==> config.mk <==
export PLATFORM = sky130hd
export DESIGN_NAME = axi4_sram_ctrl_flat
export DESIGN_NICKNAME = d
export VERILOG_FILES = /design/src/rtl/axi4_sram_pkg.sv /design/src/rtl/axi4_if.sv /design/src/rtl/axi4_burst_addr_gen.sv /design/src/rtl/axi4_sram_ctrl.sv /design/src/flat_wrapper.sv
export SDC_FILE = /design/constraint.sdc
export NUM_CORES = 1
export LEC_CHECK = 0
export BUFFER_PORTS_ARGS = -buffer_cell sky130_fd_sc_hd__buf_2
export CAP_MARGIN = 20
export CORE_MARGIN = 2
export CORE_UTILIZATION = 53
export CTS_CLUSTER_DIAMETER = 100
export DETAILED_ROUTE_END_ITERATION = 8
export GPL_ROUTABILITY_DRIVEN = 0
export MAX_ROUTING_LAYER = met4
export PLACE_DENSITY = 0.94
export SETUP_SLACK_MARGIN = 0.3
export SLEW_MARGIN = 5
export SYNTH_ARGS = -nofsm -noshare
export SYNTH_HDL_FRONTEND = slang
export SYNTH_SLANG_ARGS = --single-unit
==> constraint.sdc <==
create_clock -name aclk -period 4.61 [get_ports aclk]
set_clock_uncertainty 0.1 [all_clocks]
set_input_delay 0 -clock aclk [delete_from_list [all_inputs] [get_ports aclk]]
set_output_delay 0 -clock aclk [all_outputs]
set_load 0.01 [all_outputs]
==> src/rtl/axi4_sram_pkg.sv <==
// Shared types and constants for the AXI4-to-SRAM endpoint.
//   state_e     : controller FSM states
//   Resp*       : AXI response codes
//   Burst*      : AXI burst type codes
//   resp_merge  : returns the more severe of two responses (DECERR > SLVERR > OKAY)
`ifndef AXI4_ID_WIDTH
`define AXI4_ID_WIDTH 4
`endif
`ifndef AXI4_ADDR_WIDTH
`define AXI4_ADDR_WIDTH 32
`endif
`ifndef AXI4_DATA_WIDTH
`define AXI4_DATA_WIDTH 32
`endif
`ifndef AXI4_USER_WIDTH
`define AXI4_USER_WIDTH 1
`endif

package axi4_sram_pkg;

  typedef enum logic [2:0] {
    StIdle,
    StWrData,
    StWrResp,
    StRdReq,
    StRdData
  } state_e;

  localparam logic [1:0] RespOkay   = 2'b00;
  localparam logic [1:0] RespSlvErr = 2'b10;
  localparam logic [1:0] RespDecErr = 2'b11;

  localparam logic [1:0] BurstFixed = 2'b00;
  localparam logic [1:0] BurstIncr  = 2'b01;
  localparam logic [1:0] BurstWrap  = 2'b10;

  function automatic logic [1:0] resp_merge(input logic [1:0] a, input logic [1:0] b);
    if (a == RespDecErr || b == RespDecErr) return RespDecErr;
    if (a == RespSlvErr || b == RespSlvErr) return RespSlvErr;
    return RespOkay;
  endfunction

endpackage

==> src/rtl/axi4_if.sv <==
// AXI4 bus bundle (AW, W, B, AR, R channels) with master and slave modports.
//   aclk, aresetn : bus clock and synchronous active-low reset
`ifndef AXI4_ID_WIDTH
`define AXI4_ID_WIDTH 4
`endif
`ifndef AXI4_ADDR_WIDTH
`define AXI4_ADDR_WIDTH 32
`endif
`ifndef AXI4_DATA_WIDTH
`define AXI4_DATA_WIDTH 32
`endif
`ifndef AXI4_USER_WIDTH
`define AXI4_USER_WIDTH 1
`endif

interface axi4_if (
  input logic aclk,
  input logic aresetn
);
  logic [`AXI4_ID_WIDTH-1:0]     awid;
  logic [`AXI4_ADDR_WIDTH-1:0]   awaddr;
  logic [7:0]                    awlen;
  logic [2:0]                    awsize;
  logic [1:0]                    awburst;
  logic [`AXI4_USER_WIDTH-1:0]   awuser;
  logic                          awvalid;
  logic                          awready;
  logic [`AXI4_DATA_WIDTH-1:0]   wdata;
  logic [`AXI4_DATA_WIDTH/8-1:0] wstrb;
  logic                          wlast;
  logic [`AXI4_USER_WIDTH-1:0]   wuser;
  logic                          wvalid;
  logic                          wready;
  logic [`AXI4_ID_WIDTH-1:0]     bid;
  logic [1:0]                    bresp;
  logic [`AXI4_USER_WIDTH-1:0]   buser;
  logic                          bvalid;
  logic                          bready;
  logic [`AXI4_ID_WIDTH-1:0]     arid;
  logic [`AXI4_ADDR_WIDTH-1:0]   araddr;
  logic [7:0]                    arlen;
  logic [2:0]                    arsize;
  logic [1:0]                    arburst;
  logic [`AXI4_USER_WIDTH-1:0]   aruser;
  logic                          arvalid;
  logic                          arready;
  logic [`AXI4_ID_WIDTH-1:0]     rid;
  logic [`AXI4_DATA_WIDTH-1:0]   rdata;
  logic [1:0]                    rresp;
  logic                          rlast;
  logic [`AXI4_USER_WIDTH-1:0]   ruser;
  logic                          rvalid;
  logic                          rready;

  modport slave (
    input  aclk, aresetn,
    input  awid, awaddr, awlen, awsize, awburst, awuser, awvalid,
    output awready,
    input  wdata, wstrb, wlast, wuser, wvalid,
    output wready,
    output bid, bresp, buser, bvalid,
    input  bready,
    input  arid, araddr, arlen, arsize, arburst, aruser, arvalid,
    output arready,
    output rid, rdata, rresp, rlast, ruser, rvalid,
    input  rready
  );

  modport master (
    input  aclk, aresetn,
    output awid, awaddr, awlen, awsize, awburst, awuser, awvalid,
    input  awready,
    output wdata, wstrb, wlast, wuser, wvalid,
    input  wready,
    input  bid, bresp, buser, bvalid,
    output bready,
    output arid, araddr, arlen, arsize, arburst, aruser, arvalid,
    input  arready,
    input  rid, rdata, rresp, rlast, ruser, rvalid,
    output rready
  );
endinterface

==> src/rtl/axi4_burst_addr_gen.sv <==
// Combinational burst address stepper.
//   addr_i      : current byte address
//   size_i      : log2 of bytes per beat
//   burst_i     : burst type (INCR advances, everything else holds)
//   next_addr_o : byte address of the following beat
//   oor_o       : current address maps beyond the last SRAM word
module axi4_burst_addr_gen
  import axi4_sram_pkg::*;
#(
  parameter int unsigned AddrWidth    = 32,
  parameter int unsigned MemDepth     = 1024,
  parameter int unsigned BytesPerWord = 4
) (
  input  logic [AddrWidth-1:0] addr_i,
  input  logic [2:0]           size_i,
  input  logic [1:0]           burst_i,
  output logic [AddrWidth-1:0] next_addr_o,
  output logic                 oor_o
);
  localparam int unsigned ByteOffW = $clog2(BytesPerWord);
  localparam int unsigned MemAw    = $clog2(MemDepth);

  always_comb begin
    next_addr_o = addr_i;
    if (burst_i == BurstIncr) begin
      next_addr_o = addr_i + (AddrWidth'(1) << size_i);
    end
  end

  // Any set bit above the word-address field means word address >= MemDepth.
  assign oor_o = |addr_i[AddrWidth-1:ByteOffW+MemAw];

endmodule

==> src/rtl/axi4_sram_ctrl.sv <==
// AXI4 slave terminating one transaction at a time onto a 1-cycle-latency SRAM.
//   aclk, aresetn : clock, synchronous active-low reset (same nets as the bus)
//   axi           : AXI4 slave port
//   sram_en/we    : access strobe / write enable
//   sram_addr     : word address
//   sram_wdata/wstrb : write data and byte mask straight from the W channel
//   sram_rdata    : read data, valid the cycle after a read strobe
module axi4_sram_ctrl
  import axi4_sram_pkg::*;
#(
  parameter int unsigned MEM_DEPTH = 1024,
  localparam int unsigned MEM_AW   = $clog2(MEM_DEPTH)
) (
  input  logic                            aclk,
  input  logic                            aresetn,
  axi4_if.slave                           axi,
  output logic                            sram_en,
  output logic                            sram_we,
  output logic [MEM_AW-1:0]               sram_addr,
  output logic [`AXI4_DATA_WIDTH-1:0]     sram_wdata,
  output logic [`AXI4_DATA_WIDTH/8-1:0]   sram_wstrb,
  input  logic [`AXI4_DATA_WIDTH-1:0]     sram_rdata
);
  localparam int unsigned IdW      = `AXI4_ID_WIDTH;
  localparam int unsigned AddrW    = `AXI4_ADDR_WIDTH;
  localparam int unsigned DataW    = `AXI4_DATA_WIDTH;
  localparam int unsigned ByteOffW = $clog2(DataW / 8);

  state_e             state_q;
  logic               prio_wr_q;
  logic [IdW-1:0]     id_q;
  logic [AddrW-1:0]   addr_q;
  logic [7:0]         len_q;
  logic [2:0]         size_q;
  logic [1:0]         burst_q;
  logic [7:0]         cnt_q;
  logic [1:0]         wresp_q;
  logic               bvalid_q;
  logic [IdW-1:0]     bid_q;
  logic [1:0]         bresp_q;
  logic               rvalid_q;
  logic               rlast_q;
  logic [IdW-1:0]     rid_q;
  logic [1:0]         rresp_q;
  logic [DataW-1:0]   rdata_q;
  logic               rfresh_q;

  logic [AddrW-1:0]   next_addr;
  logic               beat_oor;
  logic               sel_wr, awready, arready, wready;
  logic               aw_hs, ar_hs, w_hs;
  logic               burst_err, beat_ok, last_beat;
  logic [1:0]         beat_resp, wresp_nxt;
  logic [DataW-1:0]   rdata_w;

  axi4_burst_addr_gen #(
    .AddrWidth    (AddrW),
    .MemDepth     (MEM_DEPTH),
    .BytesPerWord (DataW / 8)
  ) u_addr_gen (
    .addr_i      (addr_q),
    .size_i      (size_q),
    .burst_i     (burst_q),
    .next_addr_o (next_addr),
    .oor_o       (beat_oor)
  );

  // Lone requester wins; on contention serve the direction not served last.
  always_comb begin
    sel_wr = prio_wr_q;
    if (axi.awvalid && !axi.arvalid) sel_wr = 1'b1;
    else if (axi.arvalid && !axi.awvalid) sel_wr = 1'b0;
  end

  assign awready   = (state_q == StIdle) && aresetn && sel_wr;
  assign arready   = (state_q == StIdle) && aresetn && !sel_wr;
  assign wready    = (state_q == StWrData);
  assign aw_hs     = axi.awvalid && awready;
  assign ar_hs     = axi.arvalid && arready;
  assign w_hs      = axi.wvalid && wready;

  // WRAP (2'b10) and reserved (2'b11) both have bit 1 set.
  assign burst_err = burst_q[1];
  assign beat_ok   = !burst_err && !beat_oor;
  assign beat_resp = burst_err ? RespSlvErr : (beat_oor ? RespDecErr : RespOkay);
  assign last_beat = (cnt_q == len_q);
  assign wresp_nxt = resp_merge(wresp_q, resp_merge(beat_resp,
                       (axi.wlast != last_beat) ? RespSlvErr : RespOkay));

  assign sram_en    = (w_hs || state_q == StRdReq) && beat_ok;
  assign sram_we    = w_hs && beat_ok;
  assign sram_addr  = addr_q[ByteOffW +: MEM_AW];
  assign sram_wdata = axi.wdata;
  assign sram_wstrb = axi.wstrb;

  // First RD_DATA cycle forwards the macro output; later cycles replay the copy.
  assign rdata_w = rfresh_q ? sram_rdata : rdata_q;

  assign axi.awready = awready;
  assign axi.arready = arready;
  assign axi.wready  = wready;
  assign axi.bvalid  = bvalid_q;
  assign axi.bid     = bid_q;
  assign axi.bresp   = bresp_q;
  assign axi.buser   = '0;
  assign axi.rvalid  = rvalid_q;
  assign axi.rlast   = rlast_q;
  assign axi.rid     = rid_q;
  assign axi.rresp   = rresp_q;
  assign axi.rdata   = rdata_w;
  assign axi.ruser   = '0;

  logic unused_sig;
  assign unused_sig = ^{axi.awuser, axi.wuser, axi.aruser, axi.aclk, axi.aresetn};

  always_ff @(posedge aclk) begin
    if (!aresetn) begin
      state_q   <= StIdle;
      prio_wr_q <= 1'b1;
      id_q      <= '0;
      addr_q    <= '0;
      len_q     <= '0;
      size_q    <= '0;
      burst_q   <= '0;
      cnt_q     <= '0;
      wresp_q   <= RespOkay;
      bvalid_q  <= 1'b0;
      bid_q     <= '0;
      bresp_q   <= RespOkay;
      rvalid_q  <= 1'b0;
      rlast_q   <= 1'b0;
      rid_q     <= '0;
      rresp_q   <= RespOkay;
      rdata_q   <= '0;
      rfresh_q  <= 1'b0;
    end else begin
      unique case (state_q)
        StIdle: begin
          if (aw_hs) begin
            id_q      <= axi.awid;
            addr_q    <= axi.awaddr;
            len_q     <= axi.awlen;
            size_q    <= axi.awsize;
            burst_q   <= axi.awburst;
            cnt_q     <= '0;
            wresp_q   <= RespOkay;
            prio_wr_q <= 1'b0;
            state_q   <= StWrData;
          end else if (ar_hs) begin
            id_q      <= axi.arid;
            addr_q    <= axi.araddr;
            len_q     <= axi.arlen;
            size_q    <= axi.arsize;
            burst_q   <= axi.arburst;
            cnt_q     <= '0;
            prio_wr_q <= 1'b1;
            state_q   <= StRdReq;
          end
        end
        StWrData: begin
          if (w_hs) begin
            wresp_q <= wresp_nxt;
            addr_q  <= next_addr;
            if (last_beat) begin
              bvalid_q <= 1'b1;
              bid_q    <= id_q;
              bresp_q  <= wresp_nxt;
              state_q  <= StWrResp;
            end else begin
              cnt_q <= cnt_q + 8'd1;
            end
          end
        end
        StWrResp: begin
          if (axi.bready) begin
            bvalid_q <= 1'b0;
            state_q  <= StIdle;
          end
        end
        StRdReq: begin
          rvalid_q <= 1'b1;
          rid_q    <= id_q;
          rresp_q  <= beat_resp;
          rlast_q  <= last_beat;
          rfresh_q <= beat_ok;
          rdata_q  <= '0;
          state_q  <= StRdData;
        end
        StRdData: begin
          rfresh_q <= 1'b0;
          rdata_q  <= rdata_w;
          if (axi.rready) begin
            rvalid_q <= 1'b0;
            rlast_q  <= 1'b0;
            addr_q   <= next_addr;
            if (rlast_q) begin
              state_q <= StIdle;
            end else begin
              cnt_q   <= cnt_q + 8'd1;
              state_q <= StRdReq;
            end
          end
        end
        default: state_q <= StIdle;
      endcase
    end
  end

endmodule

==> src/flat_wrapper.sv <==
// flat-port wrapper written by rule: the top's interface ports become plain ports
module axi4_sram_ctrl_flat import axi4_sram_pkg::*;
#(
  parameter int unsigned MEM_DEPTH = 1024,
  localparam int unsigned MEM_AW   = $clog2(MEM_DEPTH)
)
  (aclk, aresetn, sram_en, sram_we, sram_addr, sram_wdata, sram_wstrb, sram_rdata, axi_awid, axi_awaddr, axi_awlen, axi_awsize, axi_awburst, axi_awuser, axi_awvalid, axi_awready, axi_wdata, axi_wstrb, axi_wlast, axi_wuser, axi_wvalid, axi_wready, axi_bid, axi_bresp, axi_buser, axi_bvalid, axi_bready, axi_arid, axi_araddr, axi_arlen, axi_arsize, axi_arburst, axi_aruser, axi_arvalid, axi_arready, axi_rid, axi_rdata, axi_rresp, axi_rlast, axi_ruser, axi_rvalid, axi_rready);
  axi4_if axi_i (.aclk(aclk), .aresetn(aresetn));
  input  logic aclk;
  input  logic aresetn;
  output logic sram_en;
  output logic sram_we;
  output logic [MEM_AW-1:0] sram_addr;
  output logic [`AXI4_DATA_WIDTH-1:0] sram_wdata;
  output logic [`AXI4_DATA_WIDTH/8-1:0] sram_wstrb;
  input  logic [`AXI4_DATA_WIDTH-1:0] sram_rdata;
  input wire logic [$bits(axi_i.awid)-1:0] axi_awid;
  input wire logic [$bits(axi_i.awaddr)-1:0] axi_awaddr;
  input wire logic [$bits(axi_i.awlen)-1:0] axi_awlen;
  input wire logic [$bits(axi_i.awsize)-1:0] axi_awsize;
  input wire logic [$bits(axi_i.awburst)-1:0] axi_awburst;
  input wire logic [$bits(axi_i.awuser)-1:0] axi_awuser;
  input wire logic [$bits(axi_i.awvalid)-1:0] axi_awvalid;
  output wire logic [$bits(axi_i.awready)-1:0] axi_awready;
  input wire logic [$bits(axi_i.wdata)-1:0] axi_wdata;
  input wire logic [$bits(axi_i.wstrb)-1:0] axi_wstrb;
  input wire logic [$bits(axi_i.wlast)-1:0] axi_wlast;
  input wire logic [$bits(axi_i.wuser)-1:0] axi_wuser;
  input wire logic [$bits(axi_i.wvalid)-1:0] axi_wvalid;
  output wire logic [$bits(axi_i.wready)-1:0] axi_wready;
  output wire logic [$bits(axi_i.bid)-1:0] axi_bid;
  output wire logic [$bits(axi_i.bresp)-1:0] axi_bresp;
  output wire logic [$bits(axi_i.buser)-1:0] axi_buser;
  output wire logic [$bits(axi_i.bvalid)-1:0] axi_bvalid;
  input wire logic [$bits(axi_i.bready)-1:0] axi_bready;
  input wire logic [$bits(axi_i.arid)-1:0] axi_arid;
  input wire logic [$bits(axi_i.araddr)-1:0] axi_araddr;
  input wire logic [$bits(axi_i.arlen)-1:0] axi_arlen;
  input wire logic [$bits(axi_i.arsize)-1:0] axi_arsize;
  input wire logic [$bits(axi_i.arburst)-1:0] axi_arburst;
  input wire logic [$bits(axi_i.aruser)-1:0] axi_aruser;
  input wire logic [$bits(axi_i.arvalid)-1:0] axi_arvalid;
  output wire logic [$bits(axi_i.arready)-1:0] axi_arready;
  output wire logic [$bits(axi_i.rid)-1:0] axi_rid;
  output wire logic [$bits(axi_i.rdata)-1:0] axi_rdata;
  output wire logic [$bits(axi_i.rresp)-1:0] axi_rresp;
  output wire logic [$bits(axi_i.rlast)-1:0] axi_rlast;
  output wire logic [$bits(axi_i.ruser)-1:0] axi_ruser;
  output wire logic [$bits(axi_i.rvalid)-1:0] axi_rvalid;
  input wire logic [$bits(axi_i.rready)-1:0] axi_rready;
  assign axi_i.awid = axi_awid;
  assign axi_i.awaddr = axi_awaddr;
  assign axi_i.awlen = axi_awlen;
  assign axi_i.awsize = axi_awsize;
  assign axi_i.awburst = axi_awburst;
  assign axi_i.awuser = axi_awuser;
  assign axi_i.awvalid = axi_awvalid;
  assign axi_awready = axi_i.awready;
  assign axi_i.wdata = axi_wdata;
  assign axi_i.wstrb = axi_wstrb;
  assign axi_i.wlast = axi_wlast;
  assign axi_i.wuser = axi_wuser;
  assign axi_i.wvalid = axi_wvalid;
  assign axi_wready = axi_i.wready;
  assign axi_bid = axi_i.bid;
  assign axi_bresp = axi_i.bresp;
  assign axi_buser = axi_i.buser;
  assign axi_bvalid = axi_i.bvalid;
  assign axi_i.bready = axi_bready;
  assign axi_i.arid = axi_arid;
  assign axi_i.araddr = axi_araddr;
  assign axi_i.arlen = axi_arlen;
  assign axi_i.arsize = axi_arsize;
  assign axi_i.arburst = axi_arburst;
  assign axi_i.aruser = axi_aruser;
  assign axi_i.arvalid = axi_arvalid;
  assign axi_arready = axi_i.arready;
  assign axi_rid = axi_i.rid;
  assign axi_rdata = axi_i.rdata;
  assign axi_rresp = axi_i.rresp;
  assign axi_rlast = axi_i.rlast;
  assign axi_ruser = axi_i.ruser;
  assign axi_rvalid = axi_i.rvalid;
  assign axi_i.rready = axi_rready;
  axi4_sram_ctrl #(.MEM_DEPTH(MEM_DEPTH)) u_core (.aclk(aclk), .aresetn(aresetn), .axi(axi_i), .sram_en(sram_en), .sram_we(sram_we), .sram_addr(sram_addr), .sram_wdata(sram_wdata), .sram_wstrb(sram_wstrb), .sram_rdata(sram_rdata));
endmodule
==> results.md <==
- Status: completed
- WP data required: between 4 and 5 ns
- Max_slew headroom: slightly below 30%
- Post-CTS Resized: 0
- Starting density of the core: between 50% and 60%
- Leakage dissipation: approximately 4.0 nW
- Unique masters post-synth: 62
- R2r endpoint: u_core.addr_q[15]$_SDFFE_PN0P_
- Min Tclk post-route: 3.12 ns
- ANT nets after route: 0
- Post-CTS setup buffers: 0
- Number of synthesized flops with an enable pin: 0
- Placement Setup Slack: approximately 1.6 ns
- Final setup vio count: 0
- Async SR Flop Fraction: 0%
- R2r worst-path depth: 8
- Placed Cells: 1083
- Die Y: roughly 120 um
- CP startpoint: u_core.size_q[0]$_SDFFE_PN0P_
- Clk_lat worst skew: around 0.35 ns
- CTS Hold Bufs: roughly 130
- CP max stage delay: 0.47 ns
- Layout Nets: roughly 1200
- Hold Path Class: in -> reg
- CTS H-Tree Depth: 3
- Core area: between 0.01 and 0.015 mm^2
- Num CTS Buffers: 9
- CTS tree: built
- Reg2reg start: u_core.size_q[0]$_SDFFE_PN0P_
- Number of port buffers: approximately 200
- Largest net degree at the start of global routing: 54
- Share of layout cells above drive strength 1: between 20% and 30%
- VDD IR max: ~0.00024 V
- DP HPWL: 13200 um
- Die Wd: between 100 and 150 um
- Vias: roughly 7400
- Period utilization: between 60% and 70%
- Clock sinks: approximately 110
- Initial drt markers: between 600 and 700
- RSZ-0062 raised after global routing: false
- Initial antenna violation count: 1
- Placement row count: 40
- CP Capture Point: u_core.addr_q[15]$_SDFFE_PN0P_
- Setup TNS: 0 ns
- Worst-path maximum fanout: 10
- CTS max path bufs: 2
- Cells after Synth: 809
- Synth warn: 0
- Worst slew pin tran: approximately 1.1 ns
- Vias in the first global route: just over 7000
- Router iterations before antenna repair: 6
- Synth Cell Area: between 0.006 and 0.007 mm^2
- Die Footprint: 0.0135 mm^2
- Critical-path cell list: nor3b_1, ha_1, a21o_1, nand4_1, a21oi_1, o21ai_1, o311a_1, o31a_1
- Slowest stage cell, crit path: dfxtp_1
- Total of max-cap violations: 0
- WL/cell: roughly 18 um
- Via/cell ratio: ~6
- GRT overflow: 0
- WL final: 22700 um
- CTS root buf: clkbuf_16
- Commonest non-fill, non-tap cells in the layout: 199 x buf_2, 132 x dlygate4sd3_1, 111 x dfxtp_1
- Clock-pin slew on the worst setup and hold paths: ~0.080 ns
- Critical Path AT: about 3.3 ns
- Sequential share of the synthesized area: 33.3%
- Post-synthesis register bit count: around 110
- F_max: approximately 320 MHz
- GRT Overall Usage: between 30% and 40%
- R2r setup slk: 1.49 ns
- DRC Markers: 0
- Slew Viols, Final: 0
- Final worst slack: about 1.5 ns
- Crit Path Class: reg -> reg
- Hold Vio Cnt, Final: 0
- Final Non-Filler Cells: 1234
- Commonest non-fill, non-tap cell in the layout: buf_2
- Layout area overhead: 35.1%
- PwrDens: approximately 370 mW/mm^2
- Startpoint types: flip-flop
- CP endpoint kind: flip-flop
- First-pass GRT wire length: 34500 um
- IO Count: 277
- Avg Cell Area, Syn: roughly 8.2 um^2
- Post-synth top flop: dfxtp_1
==> state kept, by name, indices dropped and copies added (netlist names), 2 cells and up <==
name,cells
u_core.burst_q,2
u_core.wresp_q,2
u_core.id_q,4
u_core.rdata_q,32
u_core.state_q,3
u_core.addr_q,32
u_core.axi.bid,4
u_core.axi.rid,4
u_core.cnt_q,8
u_core.len_q,8
u_core.size_q,3
u_core.axi.bresp,2
u_core.axi.rresp,2
==> cells by family after synthesis <==
| family | count (synthesis) | synth area share (%) |
|---|---|---|
| simple gates | 275 | 20.3 |
| mux | 76 | 12.0 |
| flops | 111 | 33.3 |
| buf+inv | 117 | 9.77 |
| compound gates | 198 | 19.7 |
| fa+ha+maj | 11 | 2.14 |
| xor+xnor | 20 | 2.63 |
| other cells | 1 | 0.0562 |
==> synthesized netlist by cell type (9+ instances only) <==
cell / number / area, um^2
a21oi_1: 46 / 230
a22oi_1: 44 / 330
a31oi_1: 18 / 113
buf_2: 14 / 70.1
buf_4: 50 / 375
clkbuf_1: 41 / 154
dfxtp_1: 111 / 2220
ha_1: 9 / 113
inv_1: 11 / 41.3
mux2_2: 34 / 383
mux2i_1: 42 / 420
nand2_1: 48 / 180
nand3_1: 39 / 195
nand4_1: 13 / 81.3
nor2_1: 92 / 345
nor3_1: 16 / 80.1
nor4_1: 12 / 75.1
o21ai_0: 36 / 180
xnor2_1: 18 / 158
==> worst max-delay path, delay by kind of cell (launching register included) <==
kind / cells / cell delay, ns
DFF: 1 / 0.47
and+or+nand+nor: 2 / 0.59
AOI/OAI and AO/OA: 5 / 1.62
adders and majority gates: 1 / 0.23
==> power breakdown <==
part / leakage, nW / switching, W / internal [W] / total (W)
registers: 0.903 / 0.000184 / 0.00110 / 0.00128
logic: 2.95 / 0.000739 / 0.000549 / 0.00129
clock network: 0.145 / 0.000386 / 0.000390 / 0.000777
total: 3.99 / 0.00131 / 0.00204 / 0.00335
==> how the worst min path moves through the flow <==
stage / startpoint / end / slack [ns] / cells past startpoint
6_report: axi_awaddr[28] / u_core.addr_q[28]$_SDFFE_PN0P_ / 0.005 / 4
5_1_grt: aresetn / u_core.addr_q[21]$_SDFFE_PN0P_ / 0.03 / 2
4_1_cts: axi_araddr[3] / u_core.addr_q[3]$_SDFFE_PN0P_ / 0.0001 / 5
3_5_place_dp: axi_wdata[13] / sram_wdata[13] / -0.1 / 0
3_3_place_gp: axi_wdata[13] / sram_wdata[13] / -0.1 / 0
2_1_floorplan: axi_wdata[0] / sram_wdata[0] / -0.008 / 1
==> final cells by class <==
cell class | instances | area (um^2)
Multi-Input combinational cell | 582 | 3820
Fill cell | 849 | 3150
Timing Repair Buffer | 343 | 2410
Sequential cell | 111 | 2220
Clock buffer | 10 | 239
Tap cell | 168 | 210
Clock inverter | 6 | 51.3
Inverter | 11 | 41.3
Antenna cell | 3 | 7.51
==> layer usage <==
metal | GRT usage (%) | vias up | routed length [um]
li1 | - | 3391 | -
met1 | 36.0 | 3409 | 8160
met2 | 56.6 | 489 | 11400
met3 | 6.85 | 117 | 1970
met4 | 18.9 | 0 | 1090
met5 | - | - | 0
==> metrics by stage <==
stage | power (W) | util, % | hold WS, ns | cell area, um^2
floorplan | 0.00215 | - | -0.00823 | 6670
global placement | 0.00236 | 60.7 | -0.0999 | 7380
detailed placement | 0.00241 | 60.8 | -0.0999 | 7390
CTS | 0.00330 | 74.0 | 0.000130 | 9000
global route | 0.00352 | 74.1 | 0.0256 | 9010
finish | 0.00335 | 74.1 | 0.00456 | 9010
No activity file was read; power rests on OpenSTA's default activity.
